$ cat src/rtl/sad_accum_min.sv
// Block-SAD accumulator over ROWS row sums per candidate,
// tracking the minimum SAD and its index across a search.
module sad_accum_min #(
  parameter int IN_WIDTH  = 11,
  parameter int ROWS      = 8,
  parameter int ROW_CNT_W = 3,
  parameter int CAND_NUM  = 9,
  parameter int IDX_WIDTH = 4,
  parameter int SAD_WIDTH = 14
) (
  input  logic                 clk,
  input  logic                 rst_n,
  input  logic                 start_i,
  input  logic                 valid_i,
  input  logic [IN_WIDTH-1:0]  row_sum_i,
  output logic                 busy_o,
  output logic                 cand_valid_o,
  output logic [SAD_WIDTH-1:0] cand_sad_o,
  output logic [IDX_WIDTH-1:0] cand_idx_o,
  output logic [SAD_WIDTH-1:0] best_sad_o,
  output logic [IDX_WIDTH-1:0] best_idx_o,
  output logic                 done_o
);

  typedef enum logic {IDLE, ACC} state_t;

  state_t               state;
  logic [SAD_WIDTH-1:0] acc;
  logic [ROW_CNT_W-1:0] row_cnt;
  logic [IDX_WIDTH-1:0] cand_cnt;

  logic [SAD_WIDTH-1:0] sum;
  logic                 take;
  logic                 last_row;
  logic                 last_cand;

  always_comb begin
    sum       = acc + SAD_WIDTH'(row_sum_i);
    take      = (state == ACC) && valid_i && !start_i;
    last_row  = (row_cnt == ROW_CNT_W'(ROWS - 1));
    last_cand = (cand_cnt == IDX_WIDTH'(CAND_NUM - 1));
  end

  always_ff @(posedge clk or negedge rst_n) begin
    if (!rst_n) begin
      state        <= IDLE;
      acc          <= '0;
      row_cnt      <= '0;
      cand_cnt     <= '0;
      busy_o       <= 1'b0;
      cand_valid_o <= 1'b0;
      done_o       <= 1'b0;
      cand_sad_o   <= '0;
      cand_idx_o   <= '0;
      best_sad_o   <= '1;
      best_idx_o   <= '0;
    end else begin
      cand_valid_o <= 1'b0;
      done_o       <= 1'b0;
      // start_i outranks any row sampled in the same cycle
      unique case (1'b1)
        start_i: begin
          state      <= ACC;
          acc        <= '0;
          row_cnt    <= '0;
          cand_cnt   <= '0;
          busy_o     <= 1'b1;
          cand_sad_o <= '0;
          cand_idx_o <= '0;
          best_sad_o <= '1;
          best_idx_o <= '0;
        end
        (take && !last_row): begin
          acc     <= sum;
          row_cnt <= row_cnt + 1'b1;
        end
        (take && last_row): begin
          acc          <= '0;
          row_cnt      <= '0;
          cand_sad_o   <= sum;
          cand_idx_o   <= cand_cnt;
          cand_valid_o <= 1'b1;
          if (sum < best_sad_o) begin
            best_sad_o <= sum;
            best_idx_o <= cand_cnt;
          end
          if (last_cand) begin
            done_o   <= 1'b1;
            busy_o   <= 1'b0;
            state    <= IDLE;
            cand_cnt <= '0;
          end else begin
            cand_cnt <= cand_cnt + 1'b1;
          end
        end
        default: ;
      endcase
    end
  end

endmodule

$ cat config.mk
export PLATFORM = sky130hd
export DESIGN_NAME = sad_accum_min
export DESIGN_NICKNAME = d
export VERILOG_FILES = /design/src/rtl/sad_accum_min.sv
export SDC_FILE = /design/constraint.sdc
export NUM_CORES = 1
export LEC_CHECK = 0
export ABC_AREA = 1
export BUFFER_PORTS_ARGS = -buffer_cell sky130_fd_sc_hd__buf_2
export CAP_MARGIN = 30
export CORE_ASPECT_RATIO = 0.9
export CORE_MARGIN = 2
export CORE_UTILIZATION = 25
export CTS_CLUSTER_DIAMETER = 100
export CTS_CLUSTER_SIZE = 24
export DETAILED_ROUTE_END_ITERATION = 12
export PLACE_DENSITY = 0.47
export SETUP_SLACK_MARGIN = 0.5
export SLEW_MARGIN = 20
export SYNTH_ARGS = -nofsm -noshare
export SYNTH_HDL_FRONTEND = slang
export SYNTH_SLANG_ARGS = --single-unit
$ cat constraint.sdc
create_clock -name clk -period 3 [get_ports clk]
set_clock_uncertainty 0.1 [all_clocks]
set_input_delay 0.45 -clock clk [delete_from_list [all_inputs] [get_ports clk]]
set_output_delay 0.45 -clock clk [all_outputs]
set_load 0.01 [all_outputs]
# == Yosys cells after proc, flatten, opt, wreduce, memory -nomap -nowiden ==
# Index checks and enable logic that the tools add are counted.
# classes
add_sub_neg,3
order_cmp,1
n_eq_ne,4
mux,15
n_reduce_logical,11
# op_table
operator,count
case mux 14 bit (2 select lines),3
case mux 4 bit (2 select lines),3
adder 14 x 11 -> 14 bit,1
< comparator 14 bit,1
2-to-1 mux 14 bit,1
2-to-1 mux 4 bit,2
case mux 3 bit (2 select lines),1
"adder 4 x 1 -> 4 bit, second input constant",1
"== test 4 bit, second input constant",1
logical AND 1 bit,4
2-to-1 mux 1 bit,4
AND reduction 2 bit,2
nonzero test 2 bit,2
"adder 3 x 1 -> 3 bit, second input constant",1
"== test 3 bit, second input constant",1
logical NOT 1 bit,2
"inequality test 2 x 1 -> 1 bit, second input constant",1
"inequality test 2 bit, second input constant",1
case mux 1 bit (2 select lines),1
OR reduction 2 bit,1
# totals
regBits,60
out_inout_bits,39
word_cells,44

# == Longest topological paths before layout ==
# Gate-level depths: netlist of run 1.
# depth
depth_word,5
ltp_mapped,21

# == Least setup slack after synthesis of run 1 ==
# Ideal clock, no wire load.
# synth_path
path_kind,input to register
start,in row_sum_i[0]
end,reg best_idx_o[2]
setup_ns,0.117
t_arrival_ns,2.564
slack_ns,0.219
stages,18
cell_sequence,ha_1 -> inv_1 -> fa_1 -> nor2_1 -> inv_1 -> nand2_1 -> nand3_1 -> nand4_1 -> nand2_1 -> ha_1 -> nand4_1 -> nor2_1 -> nand2_1 -> nand3_4 -> nand2_4 -> buf_6 -> nand2_1 -> nand2_1
# synth_via
elab_chain_cells,4
# synth_lines
element,line_no,text
start: declaration,15,"input logic [IN_WIDTH-1:0] row_sum_i,"
adder 14 x 11 -> 14 bit,38,sum = acc + SAD_WIDTH'(row_sum_i);
< comparator 14 bit,83,if (sum < best_sad_o) begin
inequality test 2 x 1 -> 1 bit (no line),-,
AND reduction 2 bit (no line),-,
end signal: assignment,85,best_idx_o <= cand_cnt;
end: declaration,21,"output logic [IDX_WIDTH-1:0] best_idx_o,"
# No other way between the ends.
# A chain may end at the register's enable or synchronous reset.

# == Worst setup path after layout of run 1 ==
# layout_path
start,reg acc[0]
end,reg best_sad_o[6]
# layout_via
elab_chain_cells,4
elab_cells_between_ends,6
# layout_lines
element,line_no,text
start: declaration,28,logic [SAD_WIDTH-1:0] acc;
start signal: assignment,74,acc <= sum;
adder 14 x 11 -> 14 bit *,38,
< comparator 14 bit,83,
inequality test 2 x 1 -> 1 bit (no line),-,
AND reduction 2 bit (no line),-,
end signal: assignment,84,best_sad_o <= sum;
end: declaration,20,"output logic [SAD_WIDTH-1:0] best_sad_o,"
# Mark *: on every way between the ends. The rest lies on a longest branch, timed or not. The select of a mux whose other input is x is not followed.

==> impl_metrics.json, run 1 <==
{
  "rsz0062_at_grt": "true",
  "dp.cells": 735,
  "vias": 3248,
  "routedWlPerCell_um": 14.27,
  "fmax_mhz": 346.5,
  "avgSynthCellArea_um2": 7.542,
  "r2r-end": "best_sad_o[6]",
  "ctsLongestPathBuffers": 2,
  "fin_tns_setup_ns": 0,
  "ys_warn_count": 0,
  "layout-drive-gt1-share_pct": 28.24,
  "path_clk_slew_ns": 0.06,
  "overflow": 0,
  "dieArea_mm2": 0.01527,
  "ys_seq_area_share_pct": 42.49,
  "cts_tree": "done",
  "min_to": "state",
  "port_buffers": 53,
  "antenna_left": 0,
  "synth_seq_cells": 60,
  "setup_ws_ns": 0.1141,
  "yosys.area.top_type_share_pct": 32.20,
  "ff2ff_setup_slack_ns": 0.11,
  "grt_pass1_vias": 3468,
  "final_cell_count_no_fill": 756,
  "drcViolationCount": 0,
  "placed_area_mm2": 0.004263,
  "syn_nets": 518,
  "track_usage_pct": 15.10,
  "reg2reg_from": "acc[0]",
  "fin_crit_ns": 2.886,
  "synth_edf_count": 0,
  "worstSetupStartpointType": "register",
  "maxSlewHeadroom_pct": 68.34,
  "end_kind": "register",
  "n_antenna_cell": 0,
  "routed_wl_um": 10790,
  "drt_iter0_drc": 99,
  "dpl_worst_slack_ns": -0.06913,
  "fp.dieH_um": 117.4,
  "dr.pass1.iters": 4,
  "core-area_mm2": 0.01400,
  "syn_area_mm2": 0.003575,
  "grt_pass1_wl_um": 17650,
  "status": "completed",
  "synthTopCellsByCount": "nand2_1, inv_1, dfrtp_1",
  "synth-main-ff-cell": "dfrtp_1",
  "cp_max_fo": 6,
  "netlist_instances": 474,
  "initial_utilization_pct": 25.52,
  "finalCritPeriodShare_pct": 96.20,
  "yosysMostFrequentCell": "nand2_1",
  "max_cap_viol_count": 0,
  "finalSetupViolCount": 0,
  "htree_levels": 3,
  "holdPathStages": 3,
  "dp.final_hpwl_um": 8001,
  "clockRootBuffer": "clkbuf_16",
  "required_ns": 3.18,
  "die_x_um": 130.0,
  "fin_nets": 602,
  "powerDensity_mw_per_mm2": 538.0,
  "max-vdd-ir-drop_uv": 266.2,
  "cts.sinks": 60,
  "tightest_slew_ns": 0.4749,
  "synth_cell_type_count": 30,
  "vias_per_cell": 4.296,
  "cts_made_buffers": 9,
  "insertion_delay_ns": 0.34,
  "rows": 41,
  "finalCoreUtilization_pct": 34.04,
  "ios": 54,
  "antenna_found_initial": 0,
  "hp-start": "start_i",
  "yosys-top-cells-area": "dfrtp_1, nand2_1, dfstp_2",
  "hold_viol_final": 0,
  "critPathKind": "reg -> reg",
  "grt_max_degree": 27,
  "gp_congestion": 0.8642,
  "synth-async-reset-ratio_pct": 100.0,
  "arrival_ns": 3.06,
  "drv_slew": 0,
  "rr_worst_depth": 17,
  "p_leak_uw": 0.002550,
  "areaGrowthSynthToFinish_pct": 33.36,
  "yosysTopAreaCell": "dfrtp_1",
  "hold_class": "in -> reg",
  "fin_area_mm2": 0.004767
}
[timing repair]
action / 4_1_cts / 5_1_grt
gates resized for setup: 4 / 32
cloned: 0 / 2
endpoints found under the setup margin: 18 / 18
hold endpoints to repair: 17 / 0
hold buffers: 1 / 0
setup buffers: 1 / 1
pin swaps: 2 / 14
[layout make-up]
type / count / area [um^2]
multi-input cells: 334 / 1947
inverters: 72 / 275.3
clock inverters: 6 / 38.79
repair buffers: 81 / 506.7
clock buffers: 10 / 239.0
well taps: 193 / 241.5
fillers: 1506 / 9238
flip-flops and latches: 60 / 1519
[cells by family (layout without fill, tap and decap cells)]
kind of cell | Yosys count | count (layout) | synth area share [%]
AO/OA/AOI/OAI | 41 | 41 | 6.266
XOR/XNOR | 6 | 6 | 1.470
flip-flops | 60 | 60 | 42.49
buffers and inverters | 81 | 169 | 9.066
AND/OR/NAND/NOR | 257 | 258 | 30.35
adder cells (fa/ha/maj) | 29 | 29 | 10.36
[placed cells by master, fill, tap and decap left out, types with 2 or more instances in the layout]
| cell | n |
|---|---|
| clkinv_2 | 3 |
| buf_2 | 53 |
| nand2_2 | 11 |
| o21ai_1 | 2 |
| nand2_4 | 2 |
| ha_4 | 8 |
| clkinvlp_4 | 2 |
| a21oi_1 | 4 |
| inv_1 | 68 |
| buf_4 | 24 |
| dfstp_2 | 14 |
| o21ai_0 | 21 |
| dfrtp_1 | 46 |
| nand2_1 | 169 |
| nand3_1 | 37 |
| inv_2 | 3 |
| nor2_4 | 2 |
| nand4_1 | 5 |
| a21oi_2 | 6 |
| clkbuf_16 | 10 |
| a22o_1 | 2 |
| nor2_1 | 15 |
| nand3_2 | 2 |
| and2_1 | 3 |
| ha_1 | 20 |
| o22ai_1 | 3 |
| xnor2_1 | 3 |
| nor2_2 | 9 |
| xnor2_2 | 2 |
[per-layer routing]
metal  up-vias  GRT usage (%)  share of wire, %
met5         -              0                 0
met4         0          4.032               1.2
met3        13          3.239               3.7
met2        54          24.64                47
met1      1530          20.14                48
li1       1651              -                 -
[per-stage QoR]
step	hold slack [ns]	power (uW)
after detailed placement	0.3447	1519
final	0.2919	2565
after floorplan	0.05441	1260
after global routing	0.2946	2734
after CTS	0.2781	2534
after global placement	0.3304	1517
[flip-flops by register name, summed over array words and instances (netlist names)]
signal,flops
cand_idx_o,4
acc,14
row_cnt,3
state,1
cand_sad_o,14
cand_cnt,4
cand_valid_o,1
done_o,1
best_sad_o,14
best_idx_o,4
[worst max path at each step]
stage / cells after the start / start / to / slack [ns]
final: 17 / acc[0] / best_sad_o[6] / 0.11
after global routing: 19 / acc[0] / best_idx_o[2] / -0.06
after CTS: 17 / acc[0] / best_idx_o[0] / 0.14
after detailed placement: 18 / row_sum_i[0] / best_sad_o[6] / -0.07
after global placement: 18 / row_sum_i[0] / best_sad_o[6] / -0.08
after floorplan: 20 / row_sum_i[0] / best_idx_o[2] / 0.33
[where the power goes]
| part | internal [uW] | switching (uW) |
|---|---|---|
| Sequential | 857 | 35.8 |
| Combinational | 287 | 397 |
| Clock | 579 | 409 |
| Total | 1720 | 841 |
[critical path, stage by stage, from the launching register on]
cell	delay [ns]
dfrtp_1	0.38
ha_4	0.15
inv_2	0.03
fa_2	0.39
nor2_2	0.12
inv_1	0.05
nand2_2	0.10
nand3_2	0.08
nand4_1	0.15
nand2_2	0.10
ha_4	0.28
nand4_1	0.14
a21oi_2	0.18
nor2_2	0.07
nand3_4	0.17
buf_8	0.14
nand3_1	0.10
nand2_1	0.10
Note: power is estimated with default switching activity, not from simulation.
==> inputs of run 2 (changes only) <==
- CORE_UTILIZATION: 25 -> 57
- PLACE_DENSITY: 0.47 -> 0.86
==> impl_metrics.json, run 2 (same netlist as run 1, synthesis figures left out) <==
{
  "status": "completed",
  "hold_class": "in -> async",
  "path_clk_slew_ns": 0.08,
  "critPathTopFamily": "simple AND/OR/NAND/NOR gates",
  "overflow": 0,
  "antenna_found_initial": 0,
  "tightest_slew_ns": 0.7678,
  "setup_ws_ns": 0.03313,
  "path_buf_inv": 4,
  "fin_tns_setup_ns": 0,
  "max-vdd-ir-drop_uv": 329.2,
  "hold_viol_final": 0,
  "maxSlewHeadroom_pct": 48.81,
  "ctsLongestPathBuffers": 2,
  "core-area_mm2": 0.006081,
  "layout-drive-gt1-share_pct": 30.30,
  "crit_path_frequent_cell": "nand2_1",
  "grt_pass1_vias": 3433,
  "fillers": 417,
  "reg_top3": "acc (14), best_sad_o (14), cand_sad_o (14)",
  "cpPeakStageDelay_ns": 0.41,
  "finalHoldWorstSlack_ns": 0.1412,
  "finalSetupViolCount": 0,
  "vias_per_cell": 5.586,
  "drt_iter0_drc": 309,
  "clockRootBuffer": "clkbuf_8",
  "finalCritPeriodShare_pct": 98.90,
  "fin_crit_ns": 2.967,
  "track_usage_pct": 30.00,
  "drv_slew": 0,
  "end_kind": "register",
  "critPathKind": "reg -> reg",
  "areaGrowthSynthToFinish_pct": 30.17,
  "n_antenna_cell": 0,
  "cts.sinks": 60,
  "max_cap_viol_count": 0,
  "arrival_ns": 3.15,
  "antenna_left": 0,
  "layout_common_cells": "nand2_1, inv_1, buf_2",
  "insertion_delay_ns": 0.35,
  "cp_max_fo": 6,
  "gp_congestion": 0.8964,
  "routedWlPerCell_um": 16.21,
  "path_cells": "ha_4 -> inv_2 -> fa_2 -> nor2_2 -> inv_1 -> nand2_2 -> xnor2_1 -> inv_1 -> ha_1 -> nand2_1 -> a21oi_1 -> nor2_1 -> nand2_1 -> nand2_2 -> nand3_4 -> buf_8 -> nand3_1 -> nand2_1",
  "p_leak_uw": 0.002557,
  "dr.pass1.iters": 5,
  "worstSetupStartpointType": "register",
  "crit_path_top_delay_cell": "fa_2",
  "drcViolationCount": 0,
  "routed_wl_um": 10420,
  "grt_max_degree": 61,
  "rows": 27,
  "rsz0062_at_grt": "true",
  "required_ns": 3.18,
  "vias": 3592,
  "ios": 54,
  "final_cell_count_no_fill": 643,
  "layout_commonest_cell": "nand2_1",
  "cts_made_buffers": 9,
  "die_x_um": 87.48,
  "dp.cells": 607,
  "dpl_worst_slack_ns": -0.01413,
  "fin_nets": 610,
  "grt_pass1_wl_um": 16110,
  "fp.dieH_um": 79.13,
  "port_buffers": 53,
  "htree_levels": 3,
  "fmax_mhz": 337.1,
  "dieArea_mm2": 0.006922,
  "cts_tree": "done",
  "cts_hold_buf": 0,
  "dp.final_hpwl_um": 6601,
  "initial_utilization_pct": 58.79,
  "powerDensity_mw_per_mm2": 504.1
}
run 2: layer usage:
metal | wire length (um) | vias to the layer above | track usage (%)
li1 | - | 1669 | -
met1 | 4247 | 1709 | 38.86
met2 | 5090 | 182 | 48.64
met3 | 787 | 32 | 7.900
met4 | 295 | 0 | 10.15
met5 | 0 | - | 0
run 2: power by group:
group / internal, uW / switching [uW] / leakage, uW
Sequential: 856 / 36.5 / 0.000776
Clock: 387 / 365 / 0.0000958
Combinational: 290 / 412 / 0.00169
Total: 1530 / 813 / 0.00256
run 2: layout make-up:
cell class                      count  area, um^2  area share, %
Sequential cell                    60        1519          32.64
Clock buffer                        9       123.9          2.662
Multi-Input combinational cell    334        2004          43.08
Timing Repair Buffer               89       564.3          12.13
Inverter                           72       275.3          5.916
Clock inverter                      7       76.32          1.640
Tap cell                           72       90.09          1.936
run 2: worst paths after layout:
path                       slack, ns           start              to  depth (start not counted)
setup / recovery                0.03          acc[0]   best_sad_o[2]                         18
hold / removal                  0.14           rst_n          acc[6]                          2
setup reg to reg                0.03          acc[0]   best_sad_o[2]                         18
hold reg to reg                 0.38  cand_sad_o[11]  cand_sad_o[11]                          2
max in group asynchronous       2.14           rst_n  cand_sad_o[11]                          2
min in group clk                0.27         start_i           state                          3
run 2: timing repair:
item                                    CTS  global route
buffers inserted                         13             5
endpoints found under the setup margin   18            18
cloned                                    0             2
resized for setup                        18            25
pin swaps                                 1            25
run 2: per-stage QoR:
step / power, uW / cell area (um^2) / util (%)
after floorplan: 1260 / 3625 / -
after global placement: 1457 / 4059 / 66.75
after detailed placement: 1479 / 4059 / 66.75
after CTS: 2272 / 4468 / 73.48
after global routing: 2453 / 4653 / 76.52
final: 2346 / 4653 / 76.52
